File: src/rtl/cla_multiword_sequencer_if.sv
// Operand/result handshake and adder-side bus for cla_multiword_sequencer.
// The slave modport is the sequencer; the master is whoever drives operands and hosts the adder.
interface cla_multiword_sequencer_if #(
  parameter int unsigned WORD_W    = 32,
  parameter int unsigned NUM_WORDS = 4
) ();
  localparam int unsigned TW = WORD_W * NUM_WORDS;

  logic              In_Valid;
  logic              In_Ready;
  logic [TW-1:0]     A_In;
  logic [TW-1:0]     B_In;
  logic              C_In;
  logic [WORD_W-1:0] Add_A_Out;
  logic [WORD_W-1:0] Add_B_Out;
  logic              Add_C_Out;
  logic [WORD_W-1:0] Add_Sum_In;
  logic              Add_Cy_In;
  logic              Out_Valid;
  logic              Out_Ready;
  logic [TW-1:0]     Sum_Out;
  logic              C_Out;

  modport master (
    output In_Valid, A_In, B_In, C_In, Add_Sum_In, Add_Cy_In, Out_Ready,
    input  In_Ready, Add_A_Out, Add_B_Out, Add_C_Out, Out_Valid, Sum_Out, C_Out
  );

  modport slave (
    input  In_Valid, A_In, B_In, C_In, Add_Sum_In, Add_Cy_In, Out_Ready,
    output In_Ready, Add_A_Out, Add_B_Out, Add_C_Out, Out_Valid, Sum_Out, C_Out
  );
endinterface

File: src/rtl/cla_multiword_sequencer.sv
// Sequences a wide addition through an external WORD_W-bit adder, one word per cycle, LSW first.
// The inter-word carry lives only in carry_q; the result is held in DONE until taken.
module cla_multiword_sequencer #(
  parameter int unsigned WORD_W    = 32,
  parameter int unsigned NUM_WORDS = 4
) (
  input logic                     Clk_In,
  input logic                     Rst_N_In,
  cla_multiword_sequencer_if.slave bus
);
  localparam int unsigned TW    = WORD_W * NUM_WORDS;
  localparam int unsigned IDX_W = $clog2(NUM_WORDS);
  localparam int unsigned SEL_W = $clog2(TW);

  localparam logic [1:0] S_IDLE = 2'd0;
  localparam logic [1:0] S_RUN  = 2'd1;
  localparam logic [1:0] S_DONE = 2'd2;

  localparam logic [IDX_W-1:0] LAST_IDX = IDX_W'(NUM_WORDS - 1);

  logic [1:0]       state_q, state_d;
  logic [IDX_W-1:0] idx_q, idx_d;
  logic             carry_q, carry_d;
  logic [TW-1:0]    a_q, a_d;
  logic [TW-1:0]    b_q, b_d;
  logic [TW-1:0]    sum_q, sum_d;
  logic             cout_q, cout_d;
  logic [SEL_W-1:0] lo_c;
  logic             run_c;

  assign lo_c  = SEL_W'(idx_q) * SEL_W'(WORD_W);
  assign run_c = (state_q == S_RUN);

  // Adder is driven only while a word is in flight; quiet otherwise.
  assign bus.In_Ready  = (state_q == S_IDLE);
  assign bus.Out_Valid = (state_q == S_DONE);
  assign bus.Add_A_Out = run_c ? a_q[lo_c +: WORD_W] : '0;
  assign bus.Add_B_Out = run_c ? b_q[lo_c +: WORD_W] : '0;
  assign bus.Add_C_Out = run_c & carry_q;
  assign bus.Sum_Out   = sum_q;
  assign bus.C_Out     = cout_q;

  always_comb begin
    state_d = state_q;
    idx_d   = idx_q;
    carry_d = carry_q;
    a_d     = a_q;
    b_d     = b_q;
    sum_d   = sum_q;
    cout_d  = cout_q;
    case (state_q)
      S_IDLE: begin
        if (bus.In_Valid) begin
          a_d     = bus.A_In;
          b_d     = bus.B_In;
          carry_d = bus.C_In;
          idx_d   = '0;
          state_d = S_RUN;
        end
      end
      S_RUN: begin
        sum_d[lo_c +: WORD_W] = bus.Add_Sum_In;
        carry_d               = bus.Add_Cy_In;
        idx_d                 = idx_q + IDX_W'(1);
        if (idx_q == LAST_IDX) begin
          cout_d  = bus.Add_Cy_In;
          idx_d   = '0;
          state_d = S_DONE;
        end
      end
      S_DONE: begin
        if (bus.Out_Ready) state_d = S_IDLE;
      end
      default: state_d = S_IDLE;
    endcase
  end

  always_ff @(posedge Clk_In or negedge Rst_N_In) begin
    if (!Rst_N_In) begin
      state_q <= S_IDLE;
      idx_q   <= '0;
      carry_q <= 1'b0;
      a_q     <= '0;
      b_q     <= '0;
      sum_q   <= '0;
      cout_q  <= 1'b0;
    end else begin
      state_q <= state_d;
      idx_q   <= idx_d;
      carry_q <= carry_d;
      a_q     <= a_d;
      b_q     <= b_d;
      sum_q   <= sum_d;
      cout_q  <= cout_d;
    end
  end
endmodule
File: src/flat_wrapper.sv
// flat-port wrapper written by rule: the top's interface ports become plain ports
module cla_multiword_sequencer_flat 
#(
  parameter int unsigned WORD_W    = 32,
  parameter int unsigned NUM_WORDS = 4
)
  (Clk_In, Rst_N_In, bus_In_Valid, bus_A_In, bus_B_In, bus_C_In, bus_Add_Sum_In, bus_Add_Cy_In, bus_Out_Ready, bus_In_Ready, bus_Add_A_Out, bus_Add_B_Out, bus_Add_C_Out, bus_Out_Valid, bus_Sum_Out, bus_C_Out);
  cla_multiword_sequencer_if #(.WORD_W(WORD_W), .NUM_WORDS(NUM_WORDS)) bus_i ();
  input logic Clk_In;
  input logic Rst_N_In;
  input wire logic [$bits(bus_i.In_Valid)-1:0] bus_In_Valid;
  input wire logic [$bits(bus_i.A_In)-1:0] bus_A_In;
  input wire logic [$bits(bus_i.B_In)-1:0] bus_B_In;
  input wire logic [$bits(bus_i.C_In)-1:0] bus_C_In;
  input wire logic [$bits(bus_i.Add_Sum_In)-1:0] bus_Add_Sum_In;
  input wire logic [$bits(bus_i.Add_Cy_In)-1:0] bus_Add_Cy_In;
  input wire logic [$bits(bus_i.Out_Ready)-1:0] bus_Out_Ready;
  output wire logic [$bits(bus_i.In_Ready)-1:0] bus_In_Ready;
  output wire logic [$bits(bus_i.Add_A_Out)-1:0] bus_Add_A_Out;
  output wire logic [$bits(bus_i.Add_B_Out)-1:0] bus_Add_B_Out;
  output wire logic [$bits(bus_i.Add_C_Out)-1:0] bus_Add_C_Out;
  output wire logic [$bits(bus_i.Out_Valid)-1:0] bus_Out_Valid;
  output wire logic [$bits(bus_i.Sum_Out)-1:0] bus_Sum_Out;
  output wire logic [$bits(bus_i.C_Out)-1:0] bus_C_Out;
  assign bus_i.In_Valid = bus_In_Valid;
  assign bus_i.A_In = bus_A_In;
  assign bus_i.B_In = bus_B_In;
  assign bus_i.C_In = bus_C_In;
  assign bus_i.Add_Sum_In = bus_Add_Sum_In;
  assign bus_i.Add_Cy_In = bus_Add_Cy_In;
  assign bus_i.Out_Ready = bus_Out_Ready;
  assign bus_In_Ready = bus_i.In_Ready;
  assign bus_Add_A_Out = bus_i.Add_A_Out;
  assign bus_Add_B_Out = bus_i.Add_B_Out;
  assign bus_Add_C_Out = bus_i.Add_C_Out;
  assign bus_Out_Valid = bus_i.Out_Valid;
  assign bus_Sum_Out = bus_i.Sum_Out;
  assign bus_C_Out = bus_i.C_Out;
  cla_multiword_sequencer #(.WORD_W(WORD_W), .NUM_WORDS(NUM_WORDS)) u_core (.Clk_In(Clk_In), .Rst_N_In(Rst_N_In), .bus(bus_i));
endmodule
File: config.mk
export PLATFORM = sky130hd
export DESIGN_NAME = cla_multiword_sequencer_flat
export DESIGN_NICKNAME = d
export VERILOG_FILES = /design/src/rtl/cla_multiword_sequencer_if.sv /design/src/rtl/cla_multiword_sequencer.sv /design/src/flat_wrapper.sv
export SDC_FILE = /design/constraint.sdc
export NUM_CORES = 1
export LEC_CHECK = 0
export CAP_MARGIN = 20
export CORE_MARGIN = 1.5
export CORE_UTILIZATION = 48
export CTS_BUF_LIST = sky130_fd_sc_hd__clkbuf_16
export DETAILED_ROUTE_END_ITERATION = 10
export MAX_ROUTING_LAYER = met4
export PLACE_DENSITY = 0.81
export SLEW_MARGIN = 20
export SYNTH_ARGS = -nofsm -noshare
export SYNTH_HDL_FRONTEND = slang
export SYNTH_SLANG_ARGS = --single-unit
File: constraint.sdc
create_clock -name Clk_In -period 2.4 [get_ports Clk_In]
set_input_delay 0.6 -clock Clk_In [delete_from_list [all_inputs] [get_ports Clk_In]]
set_output_delay 0.6 -clock Clk_In [all_outputs]
set_load 0.02 [all_outputs]
* Word level (Yosys, flattened, before mapping)
Cells that the tools add are included.
** Cells by class
- $add $sub $neg :: 2
- Eq/ne operators :: 6
- Shifts and indexed selects :: 4
- Muxes and demuxes :: 12
- Bitwise gates (word level) :: 1
- Reductions and logical operators :: 6
** Operator list (number)
- $shiftx A128 B8 Y32 :: 2
- $bwmux W128 :: 1
- $shift A32 B9 Y128 const A :: 1
- $shiftx A32 B9 Y128 :: 1
- $mux W32 :: 2
- $mux W2 :: 5
- $neg A7 Y9 :: 1
- $ne A2 B2 Y1 const B :: 3
- $pmux W2 S3 :: 1
- $reduce_and A2 Y1 :: 3
- $eq A2 B2 Y1 const B :: 2
- $pmux W2 S2 :: 1
- $reduce_and A3 Y1 :: 1
- $add A2 B1 Y2 const B :: 1
- $eq A2 B1 Y1 const B :: 1
- $logic_not A2 Y1 :: 1
- $pmux W1 S2 :: 1
- $reduce_bool A2 Y1 :: 1
- $and A1 B1 Y1 :: 1
- $mux W1 :: 1
** Word-level totals
- Bits in registers :: 390
- Bits of input ports :: 294
- Output and inout port bits :: 196
- Logic and storage cells :: 38

* Logic depth before layout (Yosys ltp)
- Word-level depth :: 3
- Depth in mapped cells :: 10
- Depth with buffers taken out :: 5

* Worst setup path before layout
OpenSTA, ideal clock, no wires.
- Kind :: flip-flop to output port
- Start point :: register u_core.state_q[1]
- End point :: output port bus_Add_A_Out[0]
- Arrival time :: 1666 ps
- Data required time :: 1800 ps
- Setup slack :: 134 ps
- Cell stages (with the launch flop) :: 6
- Path buffers :: 3
- Cells stage by stage :: dfrtp_1 -> buf_6 -> or3b_4 -> buf_2 -> buf_1 -> o22ai_1
** On the way
- Cells in the longest elaborated chain, start to end :: 2
** RTL lines
- from (decl) :: line cla_multiword_sequencer.sv:21 : logic [1:0] state_q, state_d;
- from (signal assigned) :: line cla_multiword_sequencer.sv:88 : state_q <= state_d;
- $eq A2 B1 Y1 :: line cla_multiword_sequencer.sv:32 : assign run_c = (state_q == S_RUN);
- $mux W32 :: line cla_multiword_sequencer.sv:37 : assign bus.Add_A_Out = run_c ? a_q[lo_c +: WORD_W] : '0;
- to (decl) :: line flat_wrapper.sv:19 : output wire logic [$bits(bus_i.Add_A_Out)-1:0] bus_Add_A_Out;
Every way passes these cells.

* Worst setup path in the final report
- Start point :: register u_core.idx_q[1]
- End point :: output port bus_Add_A_Out[30]
** On the way
- Cells in the longest elaborated chain, start to end :: 2
** RTL lines
- from (decl) :: line cla_multiword_sequencer.sv:22 : logic [IDX_W-1:0] idx_q, idx_d;
- from (signal assigned) :: line cla_multiword_sequencer.sv:89 : idx_q <= idx_d;
- $shiftx A128 B8 Y32 :: line cla_multiword_sequencer.sv:37
- $mux W32 :: line cla_multiword_sequencer.sv:37
Every way passes these cells.

==> reports/metrics.yaml <==
arrival_ns: 2.03
pin_count: 490
yosysUniqueCellTypes: 27
vias_per_cell: 5.50
cts_buffer_depth: 3
area_growth_pct: 45.4
worst_slew_pin_slew_ns: 0.475
status: "finished, violations left"
worst_slack_ns: -0.227
dp.cells: 2192
cts_made_buffers: 42
start_util_pct: 49.2
cellLeakagePower_uw: 0.0102
grt_antenna_before_repair: 14
hp-class: "reg2reg"
netlist.area_leader.share_pct: 58.7
synth-async-reset-ratio_pct: 100
core_area_um2: 33800
ant_nets: 0
synth_fp_nets: 1591
seq_area_frac_synth_pct: 58.7
drc: 0
intPower_uw: 22600
synth_most_common_cell: "dfrtp_1"
hold_viol_final: 0
finalCritPeriodShare_pct: 109
clock-root-buffer: "clkbuf_16"
fin_skew_ns: 0.0245
overflow: 0
ys_ff_latch: 390
critPathKind: "reg2out"
place_ws_ns: -0.124
path_clk_slew_ns: 0.06
cp-end-kind: "output port"
syn_area_per_cell_um2: 12.9
nets: 2100
drive_gt1_share_pct: 27.6
ir_drop_mv: 1.07
rsz0062_at_grt: "true"
fmax_ghz: 0.381
violations: "negative setup slack"
drtIter0Drc: 652
via_count: 12600
finalSetupViolCount: 64
min_period_ns: 2.63
synth_edf_count: 0
hpwlAfterDp_um: 35700
placementRows: 67
synth_top_area_cell: "dfrtp_1"
power_frac_seq_pct: 32.7
critPathRequiredTime_ns: 1.80
comb_power_share_pct: 51.0
gp_congestion: 0.869
grt_pass1_wl_um: 75800
final_cells: 2291
cp-start-kind: "flip-flop"
setup_tns_ns: -11.76
cts_sinks: 390
p_sw_uw: 13900
cts_tree: "built"
drv_slew: 0
die_w_um: 189
finalWirelength_um: 50600
dr.pass1.iters: 5
grt_start_max_net_pins: 80
synth_cells: 1291
die_area_um2: 35700
grt_pass1_vias: 13200
max_slew_margin_pct: 68.3
yosys_most_used_dff: "dfrtp_1"
pwr-share-clk_pct: 16.3
clk_latency_ns: 0.55
htreeDepth: 2
synthTopCellsByArea: "dfrtp_1 (59%), mux2_2 (17%), mux2i_1 (7.8%)"
power_density_nw_per_um2: 1510
critical_path.max_fanout: 12
routedWlPerCell_um: 22.1
grt_use_total_pct: 28.5
maxCapViolCount: 0
port_buffers: 489
synthTopCellsByCount: "dfrtp_1 (390), mux2_2 (257), nand2_1 (199), mux2i_1 (129), o21ai_0 (90)"
ys_warn_count: 0
netlist_area_um2: 16600
die_y_um: 189
power_uw: 36500
switching_share_pct: 38.1
final timing paths:
kind                                                startpoint                                  end  slack, ns  depth (start not counted)
max                                u_core.idx_q[1]$_DFFE_PN0P_                    bus_Add_A_Out[30]      -0.23                          6
min                        u_core.bus.Sum_Out[107]$_DFFE_PN0P_  u_core.bus.Sum_Out[107]$_DFFE_PN0P_       0.48                          2
max reg2reg                        u_core.idx_q[1]$_DFFE_PN0P_   u_core.bus.Sum_Out[25]$_DFFE_PN0P_       0.14                          9
min reg2reg                u_core.bus.Sum_Out[107]$_DFFE_PN0P_  u_core.bus.Sum_Out[107]$_DFFE_PN0P_       0.48                          2
max in group asynchronous                             Rst_N_In           u_core.b_q[12]$_DFFE_PN0P_       1.01                          3
min in group asynchronous                             Rst_N_In   u_core.bus.Sum_Out[90]$_DFFE_PN0P_       0.54                          2
cell families (layout without fill, tap and decap cells):
group,after synthesis,after routing,synth area share (%)
other,0,14,0
AOI/OAI and AO/OA,198,198,7.18
adders and majority gates,6,6,0.452
DFF,390,390,58.7
buffers and inverters,96,634,3.09
and+or+nand+nor,215,215,5.35
muxes,386,386,25.2
final cells by class:
class / count / area (um2)
antenna: 14 / 35.0
inverter: 4 / 15.0
clock buffer: 43 / 1080
tap: 448 / 561
clock inverter: 30 / 181
sequential: 390 / 9760
multi-input combinational: 805 / 6730
fill: 2243 / 9620
timing repair buffer: 557 / 5800
power groups by stage:
stage	clock [uW]	sequential [uW]	combinational, uW
4_1_cts	6060	11800	18000
2_1_floorplan	0	12400	8780
3_5_place_dp	0	11900	17400
6_report	5970	11900	18600
3_3_place_gp	0	11700	17100
5_1_grt	6320	12300	19700
layout by cell type, fill, tap and decap left out, types with 32 or more instances in the layout:
| master | count |
|---|---|
| clkdlybuf4s50_1 | 421 |
| dfrtp_1 | 389 |
| mux2_2 | 257 |
| nand2_1 | 198 |
| mux2i_1 | 115 |
| o21ai_0 | 86 |
| buf_4 | 70 |
| clkbuf_16 | 45 |
| a22o_1 | 32 |
state kept, by name, indices dropped and copies added, names as in the netlist:
signal              count
u_core.b_q            128
u_core.idx_q            2
u_core.carry_q          1
u_core.bus.Sum_Out    128
u_core.a_q            128
u_core.state_q          2
u_core.bus.C_Out        1
critical path, cell delays in order, from the launching register on:
cell and delay [ns]:
dfrtp_4 0.51, buf_6 0.15, buf_12 0.15, buf_6 0.13
mux2i_2 0.15, o22ai_1 0.20, buf_4 0.17
routing by layer:
layer | GRT usage (%) | up-vias | share of wire [%]
li1 | - | 5608 | -
met5 | - | - | 0
met1 | 33.7 | 6271 | 38
met4 | 12.7 | 0 | 4.2
met3 | 7.41 | 126 | 8.3
met2 | 46.1 | 585 | 49
through the flow:
| stage | utilization, % | hold slack [ns] | instance area [um2] |
|---|---|---|---|
| 2_1_floorplan | - | 0.304 | 16600 |
| 3_3_place_gp | 66.3 | 0.461 | 22400 |
| 3_5_place_dp | 66.3 | 0.470 | 22400 |
| 4_1_cts | 70.6 | 0.482 | 23900 |
| 5_1_grt | 71.5 | 0.501 | 24200 |
| 6_report | 71.5 | 0.479 | 24200 |
what timing repair did:
| item | CTS | global route |
|---|---|---|
| endpoints found under the setup margin | 67 | 117 |
| buffers inserted | 5 | 3 |
| hold endpoints to repair | 32 | 0 |
| pin swaps | 2 | 5 |
| hold buffers | 1 | 0 |
| resized for setup | 378 | 40 |
| cloned | 1 | 3 |
Note: power is estimated with default switching activity, not from simulation.
